### src/rtl/if_pkg.sv
// Shared types and constants for the instruction-fetch stage.
// Pure declarations; no logic, no latency.
// No flow control of its own.
package if_pkg;
    localparam int XLEN = 32;
    localparam logic [XLEN-1:0] NOP_INSTR        = 32'h0000_0013;
    localparam logic [XLEN-1:0] RESET_PC_DEFAULT = 32'h0000_0000;

    typedef enum logic [1:0] {
        REQ,
        WAIT,
        HOLD
    } if_state_t;
endpackage

### src/rtl/if_id_reg.sv
// IF/ID pipeline register with flush > stall > load > bubble priority.
// Latency: one cycle from load to visible output.
// Backpressure: stall holds every field; flush wins over stall.
module if_id_reg
    import if_pkg::*;
#(
    parameter logic [XLEN-1:0] NOP = NOP_INSTR
) (
    input  logic            clk,
    input  logic            rst_n,
    input  logic            flush,
    input  logic            stall,
    input  logic            load,
    input  logic [XLEN-1:0] load_pc,
    input  logic [XLEN-1:0] load_instr,
    output logic [XLEN-1:0] id_pc,
    output logic [XLEN-1:0] id_instr,
    output logic            id_valid
);

    always_ff @(posedge clk or negedge rst_n) begin
        if (!rst_n) begin
            id_pc    <= '0;
            id_instr <= NOP;
            id_valid <= 1'b0;
        end else if (flush) begin
            id_instr <= NOP;
            id_valid <= 1'b0;
        end else if (!stall) begin
            if (load) begin
                id_pc    <= load_pc;
                id_instr <= load_instr;
                id_valid <= 1'b1;
            end else begin
                // Bubble keeps the PC so later stages still see a sensible address.
                id_instr <= NOP;
                id_valid <= 1'b0;
            end
        end
    end

endmodule

### src/rtl/if_stage.sv
// Instruction fetch: owns the PC, one outstanding imem request, feeds IF/ID.
// Latency: grant at n, rvalid at n+1, IF/ID valid at n+2 (1 instr / 2 cycles).
// Backpressure: stall parks a returned instruction in a 1-entry buffer and stops requests.
module if_stage
    import if_pkg::*;
#(
    parameter logic [XLEN-1:0] RESET_PC = RESET_PC_DEFAULT,
    parameter logic [XLEN-1:0] NOP      = NOP_INSTR
) (
    input  logic            clk,
    input  logic            rst_n,
    input  logic            stall,
    input  logic            flush,
    input  logic [XLEN-1:0] redirect_pc,
    output logic            imem_req,
    output logic [XLEN-1:0] imem_addr,
    input  logic            imem_gnt,
    input  logic            imem_rvalid,
    input  logic [XLEN-1:0] imem_rdata,
    output logic [XLEN-1:0] IF_ID_pc,
    output logic [XLEN-1:0] IF_ID_instr,
    output logic            IF_ID_valid,
    output logic [4:0]      IF_ID_rs1,
    output logic [4:0]      IF_ID_rs2
);

    if_state_t       state;
    logic [XLEN-1:0] pc;
    logic [XLEN-1:0] pc_fetch;
    logic [XLEN-1:0] buf_pc;
    logic [XLEN-1:0] buf_instr;
    logic            drop;

    logic            load;
    logic [XLEN-1:0] load_pc;
    logic [XLEN-1:0] load_instr;

    // Request is masked while reset is held so nothing escapes before release.
    assign imem_req  = rst_n && (state == REQ);
    assign imem_addr = pc;

    always_comb begin
        load       = 1'b0;
        load_pc    = pc_fetch;
        load_instr = imem_rdata;
        if (!flush && !stall) begin
            if (state == WAIT && imem_rvalid && !drop) begin
                load = 1'b1;
            end else if (state == HOLD) begin
                load       = 1'b1;
                load_pc    = buf_pc;
                load_instr = buf_instr;
            end
        end
    end

    always_ff @(posedge clk or negedge rst_n) begin
        if (!rst_n) begin
            state     <= REQ;
            pc        <= RESET_PC;
            pc_fetch  <= RESET_PC;
            drop      <= 1'b0;
            buf_pc    <= RESET_PC;
            buf_instr <= NOP;
        end else begin
            case (state)
                REQ: begin
                    if (flush) begin
                        pc <= redirect_pc;
                        if (imem_gnt) begin
                            drop  <= 1'b1;
                            state <= WAIT;
                        end
                    end else if (imem_gnt) begin
                        pc_fetch <= pc;
                        pc       <= pc + 32'd4;
                        state    <= WAIT;
                    end
                end
                WAIT: begin
                    if (flush) begin
                        pc <= redirect_pc;
                        if (imem_rvalid) begin
                            drop  <= 1'b0;
                            state <= REQ;
                        end else begin
                            drop <= 1'b1;
                        end
                    end else if (imem_rvalid) begin
                        if (drop) begin
                            drop  <= 1'b0;
                            state <= REQ;
                        end else if (!stall) begin
                            state <= REQ;
                        end else begin
                            buf_pc    <= pc_fetch;
                            buf_instr <= imem_rdata;
                            state     <= HOLD;
                        end
                    end
                end
                HOLD: begin
                    if (flush) begin
                        pc    <= redirect_pc;
                        state <= REQ;
                    end else if (!stall) begin
                        state <= REQ;
                    end
                end
                default: state <= REQ;
            endcase
        end
    end

    if_id_reg #(.NOP(NOP)) u_if_id_reg (
        .clk        (clk),
        .rst_n      (rst_n),
        .flush      (flush),
        .stall      (stall),
        .load       (load),
        .load_pc    (load_pc),
        .load_instr (load_instr),
        .id_pc      (IF_ID_pc),
        .id_instr   (IF_ID_instr),
        .id_valid   (IF_ID_valid)
    );

    assign IF_ID_rs1 = IF_ID_instr[19:15];
    assign IF_ID_rs2 = IF_ID_instr[24:20];

endmodule

### config.mk
export PLATFORM = sky130hd
export DESIGN_NAME = if_stage
export DESIGN_NICKNAME = d
export VERILOG_FILES = /design/src/rtl/if_pkg.sv /design/src/rtl/if_id_reg.sv /design/src/rtl/if_stage.sv
export SDC_FILE = /design/constraint.sdc
export NUM_CORES = 1
export LEC_CHECK = 0
export ABC_AREA = 1
export BUFFER_PORTS_ARGS = -buffer_cell sky130_fd_sc_hd__buf_4
export CAP_MARGIN = 20
export CORE_ASPECT_RATIO = 2
export CORE_UTILIZATION = 59
export DETAILED_ROUTE_END_ITERATION = 12
export PLACE_DENSITY = 0.94
export SYNTH_ARGS = -nofsm -noshare
export SYNTH_HDL_FRONTEND = slang
export SYNTH_SLANG_ARGS = --single-unit
### constraint.sdc
create_clock -name clk -period 3.5 [get_ports clk]
set_input_delay 0.35 -clock clk [delete_from_list [all_inputs] [get_ports clk]]
set_output_delay 0.35 -clock clk [all_outputs]
set_load 0.02 [all_outputs]
==> impl_summary.txt, run 1 <==
----------------------------------------------------
[Status]
  Status ... finished clean

[Placement]
  Placed instance area ... 10,600 µm²
  Buffers on Ports ... 177
  Routability congestion estimate ... 0.942
  Half-perimeter wire length after detailed placement ... 16,400 µm
  Count of placed standard cells including taps ... about 1,500

[CTS]
  Largest buffer count on any clock path ... 2
  Number of clock sinks seen by CTS ... ~200
  Number of levels in the clock H-tree ... 4
  Clock-pin slew on the worst setup and hold paths ... 70 ps
  Clk_lat worst skew ... about 430 ps
  Clock buffers created by TritonCTS ... 17
  CTS-repair resized insts ... 0
  CTS tree ... yes
  Clock tree root driver cell ... sky130_fd_sc_hd__clkbuf_16

[Synth]
  Mean instance size in the synthesized netlist ... approximately 8.0 µm²
  Compound-gate portion of the synthesized area ... 14.5%
  Cell with the most instances after synthesis ... sky130_fd_sc_hd__nand2_1
  Net count after synthesis ... 1,223
  Biggest area contributors in the synthesized netlist ... sky130_fd_sc_hd__dfrtp_1 (52%), sky130_fd_sc_hd__nand2_1 (13%), sky130_fd_sc_hd__o21ai_0 (5.5%)
  XOR/XNOR share of the synthesized area ... 0.190%
  Adder-cell area share of the yosys netlist ... less than 1%
  Number of warnings reported in the yosys synthesis log ... 0
  Fraction of registers with async set/reset ... 100%
  Number of synthesized flops with an enable pin ... 0
  Post-synthesis instance area ... 9220 µm²
  Multiplexer fraction of the synthesized cell area ... 0.366%
  Largest family of logic cells by synthesized area ... simple AND/OR/NAND/NOR gates
  Cell variety after synth ... 30
  Most numerous cell types in the synthesized netlist ... sky130_fd_sc_hd__nand2_1 (312), sky130_fd_sc_hd__dfrtp_1 (190), sky130_fd_sc_hd__nor2_1 (123), sky130_fd_sc_hd__inv_1 (111), sky130_fd_sc_hd__o21ai_0 (101)
  Fraction of the yosys area taken by sequential cells ... 53.3%
  Fraction of the mapped netlist area in simple logic gates ... 22.4%
  Top cell type's share of synthesized area ... between 50% and 60%
  Number of instances in the synthesized netlist ... 1,148
  Prevailing post-synth register cell ... sky130_fd_sc_hd__dfrtp_1
  Count of state elements after synthesis ... 196
  Cell type with the largest total area after synthesis ... sky130_fd_sc_hd__dfrtp_1

[Routing]
  Number of detailed-route iterations in the first pass ... 5
  Number of routed nets with antenna violations ... 0
  WL per Instance ... 15.7 µm
  Number of DRC markers after the initial detailed-route iteration ... between 600 and 700
  Number of vias after detailed routing ... 8,232
  DRC Markers ... 0
  Wire length after detailed routing ... 23,600 µm
  Post-DR vias/cell ... 5.48

[Timing]
  Max-Slew Margin vs Limit ... 48.5%
  Post-Route Skew ... approximately 8 ps
  Tmin final ... between 2000 and 2500 ps
  Worst Max-Slew Pin Slew ... 772 ps
  Share of the clock period used by the worst path after layout ... 70.0%
  Final hold violation count ... 0
  RSZ-0062 raised after global routing ... no
  Achievable Freq ... 408 MHz
  Final count of negative-setup-slack endpoints ... 0
  Count of final max-slew check failures ... 0
  Total negative slack for setup checks ... 0 ps

[Floorplanning]
  Effective utilization at floorplan ... 60.3%
  Top-level port count ... 178
  Die X ... 90.4 µm
  Die boundary height ... roughly 180 µm
  Core Region ... roughly 15,000 µm²
  Die Area ... 16,200 µm²
  Std-Cell Rows ... 64

[Setup path]
  Critical path required time ... 3860 ps
  Minimum setup slack among reg-to-reg paths ... roughly 1100 ps
  Reg2reg end ... u_if_id_reg.id_pc[18]$_DFFE_PN0P_
  Critical path class ... flop to flop
  Number of cells on the worst reg-to-reg path ... 12
  Critical Path End Type ... flop
  CP Data Arrival Time ... 2810 ps
  Critical Path Fanout Max ... 31
  Worst reg2reg path startpoint ... state[1]$_DFFE_PN0P_
  Category of the worst setup path launch point ... flop

[Worst hold path]
  Number of cells on the worst hold path ... 3
  Class of the worst hold path ... input pin to flop
  Endpoint, Worst Hold ... u_if_id_reg.id_instr[4]$_DFFE_PN1P_
  HP Start ... imem_rdata[4]

[Flow run]
  Max-cap check violation count ... 0

[Global routing]
  Number of antenna violations at the first check in global routing ... 0
  Global-route wire length before repair ... 38,600 µm
  Number of global-route vias before repair ... slightly above 8,000
  Total global routing overflow ... 0
  Largest net degree at the start of global routing ... 119
  Total routing resource utilization after global routing ... a little under a third

[Cells and area]
  Area added between synthesis and finish ... 20.9%
  Number of nets in the layout ... 1,366
  Fill cell instance count of the final layout ... 1,135
  Number of cells in the finished layout apart from fillers ... 1,502
  Final core utilization ... 72.9%
  Cell area after layout ... between 10,000 and 15,000 µm²
  Fraction of final layout cells sized beyond drive strength 1 ... between 10% and 20%
  Number of inserted diodes ... 0

[Power and ir drop]
  Leak Pwr ... 5.69 nW
  Power per unit of standard cell area ... about 840 nW/µm²
  Max VDD drop ... 494 µV

----------------------------------------------------
## kinds of logic after synthesis
logic type,count (synthesis)
muxes,3
xor gates and xnor gates,2
and+or+nand+nor,515
buffers and inverters,184
DFF,196
adders and majority gates,5
AOI/OAI and AO/OA,243
## worst max-delay path: stages, from the launching register on
cell                      delay [ps]
sky130_fd_sc_hd__dfrtp_1         410
sky130_fd_sc_hd__inv_1           110
sky130_fd_sc_hd__ha_1            240
sky130_fd_sc_hd__nand3_2         140
sky130_fd_sc_hd__inv_2           100
sky130_fd_sc_hd__nand2_2          70
sky130_fd_sc_hd__nand2_2          60
sky130_fd_sc_hd__buf_4           330
sky130_fd_sc_hd__inv_2           270
sky130_fd_sc_hd__buf_4           280
sky130_fd_sc_hd__a21oi_1         140
sky130_fd_sc_hd__o21ai_0         120
sky130_fd_sc_hd__nand2_1          90
## flip-flops by register name (all words and copies together) (netlist names)
signal                flops
drop                      1
u_if_id_reg.id_instr     32
buf_instr                32
state                     2
u_if_id_reg.id_pc        32
buf_pc                   32
imem_addr                32
u_if_id_reg.id_valid      1
pc_fetch                 32
## routing by layer
layer / vias up / global-route usage [%] / share of wire, %
li1: 3959 / - / -
met3: 73 / 4.92 / 4.3
met1: 3887 / 33.8 / 37
met5: - / 0 / 0
met4: 0 / 18.4 / 5.1
met2: 313 / 54.6 / 54
## repair_timing
action                                  4_1_cts  5_1_grt
endpoints found under the setup margin        0        0
endpoints found under the hold margin        78        0
buffers inserted                              0        0
hold buffers                                  1        0
## report_power, final
part	leakage, nW	switching (mW)	total, mW	internal [mW]
Combinational	3.00	2.24	3.54	1.29
Sequential	2.41	0.704	3.89	3.19
Clock	0.277	0.851	1.90	1.05
Total	5.69	3.80	9.33	5.54
## layout by cell type (no fill, tap or decap), drive strengths merged, types with 2 or more instances in the layout
| master | count |
|---|---|
| dfrtp | 190 |
| nand4 | 5 |
| xor2 | 2 |
| buf | 189 |
| clkbuf | 20 |
| a21oi | 84 |
| mux2 | 3 |
| nand2 | 317 |
| dfstp | 6 |
| o22ai | 2 |
| ha | 5 |
| o21ai | 126 |
| clkinvlp | 2 |
| nor2 | 127 |
| clkinv | 7 |
| inv | 119 |
| bufinv | 2 |
| nand3 | 65 |
| o211ai | 28 |
## how the worst max path moves through the flow
stage                        startpoint                                end  slack, ps  cells past startpoint
5_1_grt            state[1]$_DFFE_PN0P_  u_if_id_reg.id_pc[16]$_DFFE_PN0P_        860                     12
2_1_floorplan  imem_addr[3]$_DFFE_PN0P_          imem_addr[14]$_DFFE_PN0P_       1900                     10
3_3_place_gp       state[1]$_DFFE_PN0P_  u_if_id_reg.id_pc[31]$_DFFE_PN0P_       1220                     12
4_1_cts            state[1]$_DFFE_PN0P_  u_if_id_reg.id_pc[18]$_DFFE_PN0P_       1070                     12
6_report           state[1]$_DFFE_PN0P_  u_if_id_reg.id_pc[18]$_DFFE_PN0P_       1050                     12
3_5_place_dp       state[1]$_DFFE_PN0P_  u_if_id_reg.id_pc[17]$_DFFE_PN0P_       1100                     12
## cell type report
class                      count  area (µm²)  area share [%]
clock buffer                  19         433            3.88
clock inverter                13         135            1.21
inverter                     117         439            3.94
multi-input combinational    768        3530            31.7
sequential                   196        4910            44.0
tap                          198         248            2.22
timing repair buffer         191        1460            13.0
## metrics by stage
stage | hold slack, ps | power (mW) | setup slack, ps
after floorplan | 54.4 | 5.99 | 1900
after global placement | 432 | 7.25 | 1220
after detailed placement | 432 | 7.41 | 1100
after CTS | 137 | 9.36 | 1070
after global routing | 153 | 9.97 | 864
final | 154 | 9.33 | 1050
No activity file was read; power rests on OpenSTA's default activity.
==> run 2: changes to the inputs <==
--- a/config.mk
+++ b/config.mk
@@ -9,9 +9,9 @@
 export BUFFER_PORTS_ARGS = -buffer_cell sky130_fd_sc_hd__buf_4
 export CAP_MARGIN = 20
 export CORE_ASPECT_RATIO = 2
-export CORE_UTILIZATION = 59
+export CORE_UTILIZATION = 56
 export DETAILED_ROUTE_END_ITERATION = 12
-export PLACE_DENSITY = 0.94
+export PLACE_DENSITY = 0.91
 export SYNTH_ARGS = -nofsm -noshare
 export SYNTH_HDL_FRONTEND = slang
 export SYNTH_SLANG_ARGS = --single-unit
==> constraint.sdc (replaced) <==
create_clock -name clk -period 2.5 [get_ports clk]
set_input_delay 0.25 -clock clk [delete_from_list [all_inputs] [get_ports clk]]
set_output_delay 0.25 -clock clk [all_outputs]
set_load 0.02 [all_outputs]
==> run 2 against run 1 <==
  * The run now ends with DRC left
  * Routed wire length is 0.25% higher
  * Clock power increased by 43%
  * Maximum frequency up 17%
  * Highest routed layer unchanged
  * Worst setup slack got worse by 640 ps
==> impl_summary.txt, run 2 (same netlist as run 1, synthesis figures left out) <==
----------------------------------------------------
[Status]
  Status ... finished with violations (was finished clean)
  Violated checks ... DRC

[Setup path]
  Critical path class ... flop to flop (unchanged)
  Critical path required time ... 2840 ps (was 3860 ps)
  Gate family responsible for the most delay along the worst path ... buffers and inverters (unchanged)
  Minimum setup slack among reg-to-reg paths ... 410 ps (was 1050 ps)
  Number of buffer and inverter instances along the worst setup path ... 3 (was 5)
  Critical Path Fanout Max ... 25 (was 31)
  CP Data Arrival Time ... 2440 ps (was 2810 ps)
  Critical Path End Type ... flop (unchanged)
  Biggest cell delay along the critical path ... 390 ps (was 410 ps)
  Category of the worst setup path launch point ... flop (unchanged)
  Critical-path cell list ... inv_1 -> ha_1 -> inv_2 -> nor2_1 -> o21ai_1 -> nand2_2 -> inv_2 -> o21ai_0 -> o21ai_0 (was inv_1 -> ha_1 -> nand3_2 -> inv_2 -> nand2_2 -> nand2_2 -> buf_4 -> inv_2 -> buf_4 -> a21oi_1 -> o21ai_0 -> nand2_1)
  Master of the slowest instance on the critical path ... sky130_fd_sc_hd__inv_2 (was sky130_fd_sc_hd__dfrtp_1)

[Timing]
  Share of the clock period used by the worst path after layout ... 83.7% (was 70.0%)
  RSZ-0062 raised after global routing ... no (unchanged)
  Final count of negative-setup-slack endpoints ... 0 (unchanged)
  Final hold violation count ... 0 (unchanged)
  Achievable Freq ... 478 MHz (was 408 MHz)
  Max-Slew Margin vs Limit ... 60.5% (was 48.5%)
  Count of final max-slew check failures ... 0 (unchanged)
  Worst Max-Slew Pin Slew ... 586 ps (was 772 ps)
  Tmin final ... 2090 ps (was 2450 ps)
  Post-Route Skew ... 11.6 ps (was 8.23 ps)
  Total negative slack for setup checks ... 0 ps (unchanged)

[Global routing]
  Total global routing overflow ... 0 (unchanged)
  Number of antenna violations at the first check in global routing ... 0 (unchanged)
  Global-route wire length before repair ... 37,900 µm (was 38,600 µm)
  Number of global-route vias before repair ... 7,962 (was 8,211)
  Largest net degree at the start of global routing ... 69 (was 119)
  Total routing resource utilization after global routing ... 28.5% (was 30.5%)

[Floorplanning]
  Die Area ... 17,000 µm² (was 16,200 µm²)
  Core Region ... 16,200 µm² (was 15,300 µm²)
  Die X ... 92.8 µm (was 90.4 µm)
  Die boundary height ... 184 µm (was 179 µm)
  Top-level port count ... 178 (unchanged)
  Std-Cell Rows ... 66 (was 64)
  Effective utilization at floorplan ... 57.0% (was 60.3%)

[CTS]
  Clk_lat worst skew ... 430 ps (about the same)
  Number of levels in the clock H-tree ... 4 (unchanged)
  Largest buffer count on any clock path ... 2 (unchanged)
  Clock-pin slew on the worst setup and hold paths ... 70 ps (about the same)
  Setup bufs post-CTS ... 0 (unchanged)
  Number of clock sinks seen by CTS ... 196 (unchanged)
  CTS tree ... yes (unchanged)
  Clock buffers created by TritonCTS ... 17 (unchanged)
  Clock tree root driver cell ... sky130_fd_sc_hd__clkbuf_16 (unchanged)

[Placement]
  Buffers on Ports ... 177 (unchanged)
  Count of placed standard cells including taps ... 1,479 (was 1,469)
  Placed instance area ... 10,700 µm² (was 10,600 µm²)
  Routability congestion estimate ... 1.06 (was 0.942)
  Half-perimeter wire length after detailed placement ... 16,700 µm (was 16,400 µm)

[Routing]
  Wire length after detailed routing ... 23,600 µm (about the same)
  Number of detailed-route iterations in the first pass ... 9 (was 5)
  WL per Instance ... 15.6 µm (was 15.7 µm)
  Number of vias after detailed routing ... 8,240 (was 8,232)
  Number of DRC markers after the initial detailed-route iteration ... 509 (was 603)
  DRC Markers ... 1 (was 0)
  Post-DR vias/cell ... 5.45 (was 5.48)
  Number of routed nets with antenna violations ... 0 (unchanged)

[Cells and area]
  Area added between synthesis and finish ... 22.4% (was 20.9%)
  Final core utilization ... 69.7% (was 72.9%)
  Cell area after layout ... 11,300 µm² (was 11,200 µm²)
  Highest-count cells in the layout ignoring fill and taps ... sky130_fd_sc_hd__nand2_1 (312), sky130_fd_sc_hd__dfrtp_1 (190), sky130_fd_sc_hd__buf_4 (186) (was sky130_fd_sc_hd__nand2_1 (312), sky130_fd_sc_hd__dfrtp_1 (190), sky130_fd_sc_hd__buf_4 (188))
  Area occupied by registers ... 4910 µm² (unchanged)
  Number of inserted diodes ... 0 (unchanged)
  Fill cell instance count of the final layout ... 1,278 (was 1,135)
  Fraction of final layout cells sized beyond drive strength 1 ... 20.1% (was 19.7%)
  Number of nets in the layout ... 1,370 (was 1,366)
  Multi-input logic area ... 3530 µm² (unchanged)
  Number of cells in the finished layout apart from fillers ... 1,512 (was 1,502)
  Most common cell after layout, fill and taps aside ... sky130_fd_sc_hd__nand2_1 (unchanged)

[Power and ir drop]
  Max VDD drop ... 716 µV (was 494 µV)
  PnR Total Power ... 13.2 mW (was 9.33 mW)
  Power per unit of standard cell area ... 1170 nW/µm² (was 837 nW/µm²)
  Leak Pwr ... 5.75 nW (was 5.69 nW)

[Worst hold path]
  Class of the worst hold path ... input pin to flop (unchanged)

[Flow run]
  Max-cap check violation count ... 0 (unchanged)

----------------------------------------------------
==> run 2: changes by cell type in the layout (fill, tap and decap cells not counted), sizes merged <==
cell and change:
inv +6, buf +4, clkbuf -2, clkinv -2, bufinv -1, clkinvlp -1
==> run 2: worst paths after layout <==
path                                                        start                                  end  cells past startpoint
worst max-delay path                         state[0]$_DFFE_PN0P_             imem_addr[8]$_DFFE_PN0P_                      9
worst min-delay path                                imem_rdata[4]  u_if_id_reg.id_instr[4]$_DFFE_PN1P_                      3
worst max register to register               state[0]$_DFFE_PN0P_             imem_addr[8]$_DFFE_PN0P_                      9
worst min register to register  u_if_id_reg.id_pc[10]$_DFFE_PN0P_    u_if_id_reg.id_pc[10]$_DFFE_PN0P_                      2
max in group asynchronous                                   rst_n  u_if_id_reg.id_instr[0]$_DFFE_PN1P_                      3
min in group asynchronous                                   rst_n            buf_instr[22]$_DFFE_PN0P_                      2
==> run 2: through the flow <==
stage               hold slack (ps)  setup slack (ps)
global placement                236               542
CTS                            44.2               439
global route                   52.0               170
finish                         60.3               407
detailed placement              236               465
floorplan                     -45.6               899
==> run 2: cell type report <==
cell class	count	share of cell area [%]
flip-flops and latches	196	43.5
multi-input cells	768	31.3
repair buffers	195	13.8
inverters	117	3.89
clock buffers	17	3.77
well taps	204	2.26
clock inverters	15	1.44
==> run 2: what timing repair did <==
| action | CTS | global route |
|---|---|---|
| hold buffers | 1 | 0 |
| endpoints found under the hold margin | 46 | 0 |
| resized for setup | 0 | 0 |
==> run 2: worst min-delay path: stages <==
cell                      delay, ps
sky130_fd_sc_hd__buf_4          110
sky130_fd_sc_hd__nand2_1         60
sky130_fd_sc_hd__a21oi_1         60
==> run 2: where the power goes <==
part	total (mW)	internal, mW	switching, mW
registers	5.40	4.46	0.938
logic	5.03	1.85	3.18
clock network	2.72	1.42	1.29
total	13.2	7.74	5.41
==> run 2: per-layer routing <==
metal / routed length [µm] / vias to the layer above / GRT usage [%]
met4: 1400 / 0 / 18.5
li1: - / 3966 / -
met1: 8680 / 3900 / 31.5
met3: 971 / 82 / 4.22
met2: 12600 / 292 / 50.3
met5: 0 / - / 0
